`src/rtl/muldiv_pkg.sv`:
```
// Shared types and constants for the MULT/DIV sequencer.
package muldiv_pkg;

  typedef enum logic [1:0] {
    OP_MULT = 2'b01,
    OP_DIV  = 2'b10
  } op_t;

  typedef logic [2:0] state_t;

  localparam state_t S_IDLE  = 3'd0;
  localparam state_t S_START = 3'd1;
  localparam state_t S_WAIT  = 3'd2;
  localparam state_t S_WRITE = 3'd3;
  localparam state_t S_EXC   = 3'd4;
  localparam state_t S_TOUT  = 3'd5;

  localparam int unsigned MAX_WAIT_DEF = 34;

endpackage

```
`src/rtl/muldiv_wait_counter.sv`:
```
// Saturating WAIT-state cycle counter; term flags count == MAX_WAIT.
module muldiv_wait_counter #(
  parameter int unsigned MAX_WAIT = 34
) (
  input  logic clk,
  input  logic reset,
  input  logic clr,
  input  logic en,
  output logic term
);

  localparam int unsigned CNT_W = $clog2(MAX_WAIT + 1);

  logic [CNT_W-1:0] count;

  // Count enabled cycles, holding at MAX_WAIT.
  always_ff @(posedge clk) begin
    if (reset || clr) begin
      count <= '0;
    end else if (en && (count != CNT_W'(MAX_WAIT))) begin
      count <= count + CNT_W'(1);
    end
  end

  assign term = (count == CNT_W'(MAX_WAIT));

endmodule

```
`src/rtl/muldiv_sequencer.sv`:
```
// Sequences the Mult/Div units and HI/LO writes for the control FSM.
// Optional WAIT timeout enabled by defining MULDIV_TIMEOUT_EN.
module muldiv_sequencer
  import muldiv_pkg::*;
#(
  parameter int unsigned MAX_WAIT = MAX_WAIT_DEF,
  parameter int unsigned DATA_W   = 32
) (
  input  logic              clk,
  input  logic              reset,
  input  logic              req_valid,
  input  logic [1:0]        req_op,
  input  logic [DATA_W-1:0] op_b,
  input  logic              flush,
  output logic              req_ready,
  output logic              mult_start,
  output logic              div_start,
  input  logic              mult_done,
  input  logic              div_done,
  output logic              hi_lo_sel,
  output logic              hi_we,
  output logic              lo_we,
  output logic              busy,
  output logic              done,
  output logic              div_zero_exc,
  output logic              timeout_err
);

  if (MAX_WAIT < 1) begin : g_bad_max_wait
    $error("muldiv_sequencer: MAX_WAIT must be at least 1");
  end

  state_t state;
  state_t state_nxt;
  op_t    op_q;
  op_t    op_nxt;
  logic   unit_done;
  logic   kill;

`ifdef MULDIV_TIMEOUT_EN
  logic cnt_clr;
  logic cnt_en;
  logic cnt_term;

  muldiv_wait_counter #(
    .MAX_WAIT (MAX_WAIT)
  ) u_wait_counter (
    .clk   (clk),
    .reset (reset),
    .clr   (cnt_clr),
    .en    (cnt_en),
    .term  (cnt_term)
  );
`endif

  // Only the unit that was started may complete the operation.
  assign unit_done = (op_q == OP_MULT) ? mult_done : div_done;

  // Flush or reset squashes any pulse or write in the current cycle.
  assign kill = flush | reset;

  // State and latched-op registers.
  always_ff @(posedge clk) begin
    if (reset) begin
      state <= S_IDLE;
      op_q  <= OP_MULT;
    end else begin
      state <= state_nxt;
      op_q  <= op_nxt;
    end
  end

  // Next-state and output decode.
  always_comb begin
    state_nxt    = state;
    op_nxt       = op_q;
    req_ready    = 1'b0;
    mult_start   = 1'b0;
    div_start    = 1'b0;
    hi_we        = 1'b0;
    lo_we        = 1'b0;
    done         = 1'b0;
    div_zero_exc = 1'b0;
    timeout_err  = 1'b0;
    busy         = (state != S_IDLE);
    hi_lo_sel    = (state != S_IDLE) && (op_q == OP_MULT);
`ifdef MULDIV_TIMEOUT_EN
    cnt_clr      = 1'b0;
    cnt_en       = 1'b0;
`endif

    case (state)
      S_IDLE: begin
        req_ready = ~flush;
        if (req_valid && !flush) begin
          if (req_op == OP_MULT) begin
            op_nxt    = OP_MULT;
            state_nxt = S_START;
          end else if (req_op == OP_DIV) begin
            op_nxt    = OP_DIV;
            state_nxt = (op_b == '0) ? S_EXC : S_START;
          end
        end
      end
      S_START: begin
        mult_start = (op_q == OP_MULT) && !kill;
        div_start  = (op_q == OP_DIV) && !kill;
`ifdef MULDIV_TIMEOUT_EN
        cnt_clr    = 1'b1;
`endif
        state_nxt  = S_WAIT;
      end
      S_WAIT: begin
        if (unit_done) begin
          state_nxt = S_WRITE;
        end
`ifdef MULDIV_TIMEOUT_EN
        else if (cnt_term) begin
          state_nxt = S_TOUT;
        end else begin
          cnt_en = 1'b1;
        end
`endif
      end
      S_WRITE: begin
        hi_we     = ~kill;
        lo_we     = ~kill;
        done      = ~kill;
        state_nxt = S_IDLE;
      end
      S_EXC: begin
        div_zero_exc = ~kill;
        state_nxt    = S_IDLE;
      end
      S_TOUT: begin
`ifdef MULDIV_TIMEOUT_EN
        timeout_err = ~kill;
`endif
        state_nxt   = S_IDLE;
      end
      default: begin
        state_nxt = S_IDLE;
      end
    endcase

    if (flush) begin
      state_nxt = S_IDLE;
    end
  end

endmodule
```
`config.mk`:
```
export PLATFORM = sky130hd
export DESIGN_NAME = muldiv_sequencer
export DESIGN_NICKNAME = d
export VERILOG_FILES = /design/src/rtl/muldiv_pkg.sv /design/src/rtl/muldiv_wait_counter.sv /design/src/rtl/muldiv_sequencer.sv
export SDC_FILE = /design/constraint.sdc
export NUM_CORES = 1
export LEC_CHECK = 0
export CORE_MARGIN = 2
export CORE_UTILIZATION = 26
export DETAILED_ROUTE_END_ITERATION = 6
export GPL_TIMING_DRIVEN = 0
export PLACE_DENSITY = 0.86
export RECOVER_POWER = 50
export SLEW_MARGIN = 5
export SYNTH_ARGS = -nofsm -noshare
export SYNTH_HDL_FRONTEND = slang
export SYNTH_SLANG_ARGS = --single-unit
```
`constraint.sdc`:
```
create_clock -name clk -period 2.39 [get_ports clk]
set_clock_uncertainty 0.1 [all_clocks]
set_input_delay 0.239 -clock clk [delete_from_list [all_inputs] [get_ports clk]]
set_output_delay 0.239 -clock clk [all_outputs]
set_load 0.005 [all_outputs]
```
Word-level counts from Yosys, hierarchy flattened
Cells that the tools add are included.
- register bits after elaboration: 5
- bits of input ports: 40
- output and inout port bits: 10
- logic and storage cells: 43
- eq/ne operators: 11
- muxes and demuxes: 14
- bitwise operators: 3
- reduce and logical (&&, ||, !) cells: 13
- operators by type and width (cell ; number):
    $logic_not A32 Y1 ; 1
    $mux W3 ; 5
    $pmux W3 S3 ; 1
    $eq A3 B2 Y1 const B ; 2
    $mux W1 ; 6
    $reduce_and A3 Y1 ; 2
    $eq A2 B1 Y1 const B ; 2
    $eq A2 B2 Y1 const B ; 2
    $logic_and A1 B1 Y1 ; 4
    $mux W2 ; 2
    $ne A2 B2 Y1 const B ; 2
    $eq A3 B1 Y1 const B ; 1
    $eq A3 B3 Y1 const B ; 1
    $logic_not A3 Y1 ; 1
    $ne A3 B3 Y1 const B ; 1
    $reduce_bool A3 Y1 ; 1
    $logic_not A1 Y1 ; 2
    $not A1 Y1 ; 2
    $reduce_bool A2 Y1 ; 1
    $reduce_or A2 Y1 ; 1
    $or A1 B1 Y1 ; 1

Depth between registers and ports, before layout
Gate-level depths: netlist (run 1).
- depth in word-level cells: 6
- gate-level depth with buffers: 6
- depth with buffers taken out: 6

Least setup slack after synthesis (run 1)
No wires, ideal clock.
- path kind: input port to flip-flop
- from: input req_op[1]
- to: register state[2]
- library setup time: 65 ps
- data arrival time: 1413 ps
- data required time: 2225 ps
- setup slack: 812 ps
- stages: 6
- buffers on the path: 0
- cell sequence: inv_1 -> ha_1 -> nor3b_1 -> nand2_1 -> or4_1 -> nor2_1
- longest elaborated chain between the ends: 4
- elaborated cells on any way between the ends: 7
- those cells by class: eq/ne: 3; mux: 3; reduce/logical: 1
- RTL lines (item ; line ; source):
    start: declaration ; muldiv_sequencer.sv:12 ; input logic [1:0] req_op,
    $eq A2 B1 Y1 ; muldiv_sequencer.sv:96 ; if (req_op == OP_MULT) begin
    $mux W3 ; muldiv_sequencer.sv:96 ;
    $mux W3 ; muldiv_sequencer.sv:95 ; if (req_valid && !flush) begin
    $pmux W3 S3 ; muldiv_sequencer.sv:92 ; case (state)
    end signal: assignment ; muldiv_sequencer.sv:68 ; state <= state_nxt;
    end: declaration ; muldiv_sequencer.sv:33 ; state_t state;
Several ways; a longest one is shown, not always the timed one. The select of a mux whose other input is x is not followed.
A chain may end at the register's enable or synchronous reset.

Worst setup path after layout (run 1)
- from: input reset
- to: output div_start
- longest elaborated chain between the ends: 4
- RTL lines (item ; line ; source):
    start: declaration ; muldiv_sequencer.sv:10 ; input logic reset,
    $or A1 B1 Y1 ; muldiv_sequencer.sv:60 ; assign kill = flush | reset;
    $logic_not A1 Y1 ; muldiv_sequencer.sv:107 ; div_start = (op_q == OP_DIV) && !kill;
    $logic_and A1 B1 Y1 ; muldiv_sequencer.sv:107 ;
    $mux W1 ; muldiv_sequencer.sv:92 ;
    end: declaration ; muldiv_sequencer.sv:17 ; output logic div_start,
Every way passes these cells.

==> results of run 1 <==
## power breakdown
| group | internal (mW) | switching (mW) | leakage, nW |
|---|---|---|---|
| clock | 0.0630 | 0.0322 | 0.0150 |
| combinational | 0.0696 | 0.0225 | 0.303 |
| sequential | 0.0864 | 0.00239 | 0.0406 |
| total | 0.219 | 0.0571 | 0.359 |
## placed cells by master (no fill, tap or decap), drive strengths merged
cell           netlist  final
nor3b                2      2
clkdlybuf4s50        0     45
nand2                3      3
nor3                 4      4
conb                 1      1
xnor2                1      1
inv                  3      3
dlygate4sd3          0      3
or3                  1      1
o31a                 1      1
and3                 1      1
mux2i                2      2
nand4                2      2
clkbuf               0      4
ha                   1      1
or4                  2      2
nor2                 9      9
nor4b                1      1
a211o                1      1
nand2b               1      1
dfxtp                5      5
buf                  4      4
a2111oi              1      1
nor4                 7      7
## how the worst min path moves through the flow
stage                                 endpoint                  from  slack (ps)  depth (start not counted)
after global routing      op_q[1]$_SDFFE_PP0P_  op_q[1]$_SDFFE_PP0P_         440                          2
after global placement    op_q[0]$_SDFFE_PP1P_  op_q[0]$_SDFFE_PP1P_         380                          1
after floorplan           op_q[1]$_SDFFE_PP0P_                 reset         210                          1
final                     op_q[1]$_SDFFE_PP0P_  op_q[1]$_SDFFE_PP0P_         410                          2
after detailed placement  op_q[1]$_SDFFE_PP0P_  op_q[1]$_SDFFE_PP0P_         400                          2
after CTS                 op_q[1]$_SDFFE_PP0P_  op_q[1]$_SDFFE_PP0P_         410                          2
## routing by layer
metal	vias to the layer above	track usage, %
li1	296	-
met1	254	13.1
met2	33	30.0
met3	0	2.98
met4	0	5.45
met5	-	0
## logic make-up after synthesis
logic type                 synth area share, %
other                                    0.951
xor gates and xnor gates                  2.22
AOI/OAI and AO/OA                         6.67
adders and majority gates                 3.17
DFF                                       25.4
muxes                                     5.08
and+or+nand+nor                           46.7
buffers and inverters                     9.84
## flip-flops by register name, indices dropped and copies added, names as in the netlist
register	cells
op_q	2
state	3
## worst max-delay path: cells and delay by family
kind | cells | cell delay (ps)
buffers and inverters | 2 | 1040
and+or+nand+nor | 3 | 590
## metrics by stage
stage          setup WS [ps]  power [mW]
6_report                 187       0.276
5_1_grt                 55.0       0.293
4_1_cts                 47.5       0.280
3_5_place_dp            43.3       0.183
3_3_place_gp            96.8       0.181
2_1_floorplan            812       0.110
## final cells by class
type / count / area (µm²)
fill: 127 / 527
timing repair buffer: 48 / 480
multi-input combinational: 41 / 262
sequential: 5 / 100
buffer: 4 / 27.5
clock buffer: 4 / 26.3
tap: 16 / 20.0
inverter: 3 / 11.3
## what timing repair did
action,4_1_cts,5_1_grt
endpoints found under the setup margin,0,1
gates resized for setup,0,2
endpoints found under the hold margin,0,0
hold buffers,0,0
==> summary.txt, run 1 <==
outcome: finished, final reports clean
Die Y: 42.9 µm
clock tree buffer depth: 2
max capacitance violation total: 0
met2 WL: 694 µm
Initial Util: 27.1%
Leak: 0.359 nW
IO Pins: 50
fmax: 454 MHz
global-route wire length before repair: 2.04 mm
Antenna Nets Post-Route: 0
Final GP Congestion: 0.686
routed len/inst: 10.2 µm
Via density: 4.82
crit end category: output port
CP arrival: 1860 ps
P per Cell Area: 298 mW/mm²
starting DRC count in detailed routing: 5
worst hold path type: flop to flop
Site Rows: 14
top cells by count, synth: 9 x nor2_1, 7 x nor4_1, 5 x dfxtp_1
max-slew violation count: 0
reg-to-reg endpoint: state[2]$_SDFFE_PN0P_
Critical path destination: div_start
Root Driver: clkbuf_4
met1 WL: 408 µm
via count: 583
Reg2Reg Launch Point: state[1]$_SDFFE_PN0P_
CTS buffer count: 3
clock net sink count: 5
largest area contributor in the netlist: dfxtp_1
ys flop type: dfxtp_1
Design Area, Final: 927 µm²
Met3 Routed Length: 131 µm
P&R area growth vs syn: 135%
gr ovfl total: 0
DR top layer: met3
number of synthesized flops with an enable pin: 0
share of the clock period used by the worst path: 92.2%
setup TNS: 0 ps
Core ar.: 0.00145 mm²
Yosys reg bits: 5
Crit Path Max Fanout: 6
Pre-antenna DRT Iters: 4
final hold vios: 0
Register-to-Register Path Depth: 5
most frequent cell after synthesis: nor2_1
RSZ-0062 raised after global routing: no
I/O Buffers: 48
most frequent CP cell: clkdlybuf4s50_1
sequential element share of the synthesized area: 25.4%
start point of the critical path: reset
Post-Route Utilization: 63.8%
critical path type: input port to output port
vias in the first global route: 560
peak supply drop: 179 µV
Final Instance Count excl. Fillers: 121
HPWL Detailed: 1.15 mm
post-synth top area share: 25.4%
ratio of cells with drive above 1 in the final layout: 8.57%
setup slack, reg-to-reg: 700 ps
Post-DP Area: 895 µm²
Crit path largest cell delay: 540 ps
clock-pin slew on the worst setup and hold paths: 40 ps
dpl cells: 117
GRT Overall Usage: 14.4%
setup bufs post-CTS: 0
minimum clock period: 2200 ps
n_diodes: 0
H-Tree Depth: 1
Die W: 42.9 µm
Syn Std Cell Area: 394 µm²
clock network latency to the later pin of the worst-skew pair: 230 ps
CP cell instances: clkdlybuf4s50_1 -> nor3_2 -> nand2_1 -> nor4b_2 -> clkdlybuf4s50_1
Synthesized Nets: 94
largest net degree at the start of global routing: 10
Yosys warnings: 0
Worst path slowest cell: clkdlybuf4s50_1
initial antenna violation count: 0
Mapped Cells: 53
fraction of registers with async set/reset: 0%
Startpoint Class: input port
# DRC: 0
Unique masters post-synth: 23
Fin Hold WS: 413 ps
CP required: 2050 ps
TritonCTS clock tree: done
Die Area: 0.00184 mm²
top cells by area, synth: dfxtp_1 25%, nor4_1 11%, nor2_1 8.6%, buf_4 5.7%, mux2i_1 5.1%
Total Wirelength: 1.23 mm
final setup fails: 0
Synth Area per Inst: 7.44 µm²
Final #Nets: 147
Power figures use the tool's default switching activity.
==> run 2, diff against run 1 <==
CORE_UTILIZATION = 28   (was 26)
CTS_BUF_LIST = sky130_fd_sc_hd__clkbuf_2 sky130_fd_sc_hd__clkbuf_4 sky130_fd_sc_hd__clkbuf_8   (was default)
MAX_ROUTING_LAYER = met4   (was default)
PLACE_DENSITY = 0.91   (was 0.86)
==> run 2 against run 1 <==
Non-clock buffer count unchanged. Core utilization up 7.3 points. Cell count down 0.83%. Critical endpoint unchanged.
==> summary.txt, run 2 (same netlist as run 1, synthesis figures left out) <==
ratio of cells with drive above 1 in the final layout: 8.57% (unchanged)
TritonCTS clock tree: done (unchanged)
routed len/inst: 12.0 µm (was 10.2 µm)
final setup fails: 0 (unchanged)
clock-pin slew on the worst setup and hold paths: 50 ps (was 40 ps)
Die Area: 0.00172 mm² (was 0.00184 mm²)
Root Driver: clkbuf_4 (unchanged)
I/O Buffers: 48 (unchanged)
dpl cells: 116 (was 117)
Layout fillers: 110 (was 127)
max capacitance violation total: 0 (unchanged)
Site Rows: 13 (was 14)
Final GP Congestion: 0.771 (was 0.686)
initial antenna violation count: 0 (unchanged)
Leak: 0.360 nW (was 0.359 nW)
final hold vios: 0 (unchanged)
clock tree buffer depth: 2 (unchanged)
peak supply drop: 244 µV (was 179 µV)
GRT Overall Usage: 19.4% (was 14.4%)
FF/Latch Area: 100 µm² (unchanged)
global-route wire length before repair: 2.47 mm (was 2.04 mm)
Pre-antenna DRT Iters: 3 (was 4)
Die Y: 41.5 µm (was 42.9 µm)
Crit Path Max Fanout: 6 (unchanged)
crit end category: output port (unchanged)
vias in the first global route: 611 (was 560)
CP arrival: 1920 ps (was 1860 ps)
Total Wirelength: 1.44 mm (was 1.23 mm)
CP required: 2050 ps (about the same)
Startpoint Class: input port (unchanged)
setup TNS: 0 ps (unchanged)
Final Instance Count excl. Fillers: 120 (was 121)
commonest non-fill, non-tap cell in the layout: clkdlybuf4s50_1 (unchanged)
minimum clock period: 2250 ps (was 2200 ps)
share of the clock period used by the worst path: 94.3% (was 92.2%)
Die W: 41.5 µm (was 42.9 µm)
outcome: finished, final reports clean (unchanged)
Largest regs: state: 3 flops, op_q: 2 flops (unchanged)
clock network latency to the later pin of the worst-skew pair: 250 ps (was 230 ps)
n_diodes: 0 (unchanged)
critical path type: input port to output port (unchanged)
# DRC: 0 (unchanged)
RSZ-0062 raised after global routing: no (unchanged)
Initial Util: 30.3% (was 27.1%)
Final #Nets: 147 (unchanged)
P per Cell Area: 320 mW/mm² (was 298 mW/mm²)
fmax: 443 MHz (was 454 MHz)
worst hold path type: flop to flop (unchanged)
gr ovfl total: 0 (unchanged)
via count: 593 (was 583)
Via density: 4.94 (was 4.82)
Core ar.: 0.00130 mm² (was 0.00145 mm²)
Biggest register: state (unchanged)
CTS buffer count: 3 (unchanged)
max reg flops: 3 (unchanged)
largest net degree at the start of global routing: 10 (unchanged)
clock net sink count: 5 (unchanged)
H-Tree Depth: 1 (unchanged)
starting DRC count in detailed routing: 5 (unchanged)
max-slew violation count: 0 (unchanged)
P&R area growth vs syn: 135% (about the same)
area occupied by multi-input gates: 256 µm² (was 262 µm²)
IO Pins: 50 (unchanged)
most frequent cells in the layout: 45 x clkdlybuf4s50_1, 9 x nor2_1, 7 x nor4_1 (unchanged)
Antenna Nets Post-Route: 0 (unchanged)
run 2: cell counts in the layout (fill, tap and decap cells not counted):
Identical to the previous run, type by type.
run 2: layout make-up:
cell class	instances	area share [%]
buffer	4	2.98
tap	15	2.03
multi-input combinational	41	27.7
sequential	5	10.8
timing repair buffer	48	52.0
inverter	3	1.22
clock buffer	4	3.25
run 2: what timing repair did:
action / in CTS / in global routing
endpoints found under the setup margin: 0 / 1
hold buffers: 0 / 0
resized for setup: 0 / 1
buffers inserted: 0 / 0
run 2: report_power, final:
part           internal, mW  switching (mW)
Sequential           0.0863         0.00245
Combinational        0.0696          0.0234
Clock                0.0748          0.0395
Total                 0.231          0.0653
run 2: layer usage:
| metal | vias to the layer above | track usage (%) | part of all wire, % |
|---|---|---|---|
| met5 | - | - | 0 |
| met4 | 0 | 11.6 | 2.7 |
| met3 | 4 | 4.78 | 10 |
| met2 | 42 | 32.8 | 51 |
| met1 | 249 | 20.3 | 36 |
| li1 | 298 | - | - |
run 2: per-stage QoR:
stage / worst slack, ps / hold slack (ps) / total power, mW / util [%] / area [µm²]
finish: 135 / 422 / 0.296 / 71.1 / 925
global route: 7.57 / 451 / 0.313 / 71.1 / 925
CTS: 111 / 408 / 0.301 / 71.0 / 923
detailed placement: 118 / 397 / 0.184 / 68.7 / 893
global placement: 112 / 380 / 0.181 / 68.7 / 893
floorplan: 812 / 211 / 0.110 / - / 394
run 2: worst max-delay path, cell delays in order:
cell and delay [ps]:
clkdlybuf4s50_1 490, nor3_1 250, nand2_1 120, nor4b_2 280, clkdlybuf4s50_1 540
run 2: final timing paths:
check / start / to / slack [ps] / cells past startpoint
setup / recovery: reset / div_start / 140 / 5
hold / removal: op_q[1]$_SDFFE_PP0P_ / op_q[1]$_SDFFE_PP0P_ / 420 / 2
hold reg to reg: op_q[1]$_SDFFE_PP0P_ / op_q[1]$_SDFFE_PP0P_ / 420 / 2
setup reg to reg: state[1]$_SDFFE_PN0P_ / state[2]$_SDFFE_PN0P_ / 650 / 5
==> run 3, diff against run 2 <==
CAP_MARGIN = 20   (was default)
SLEW_MARGIN = 10   (was 5)
==> results of run 3 <==
The final DEF is identical to that of run 2; final timing and power are the same.
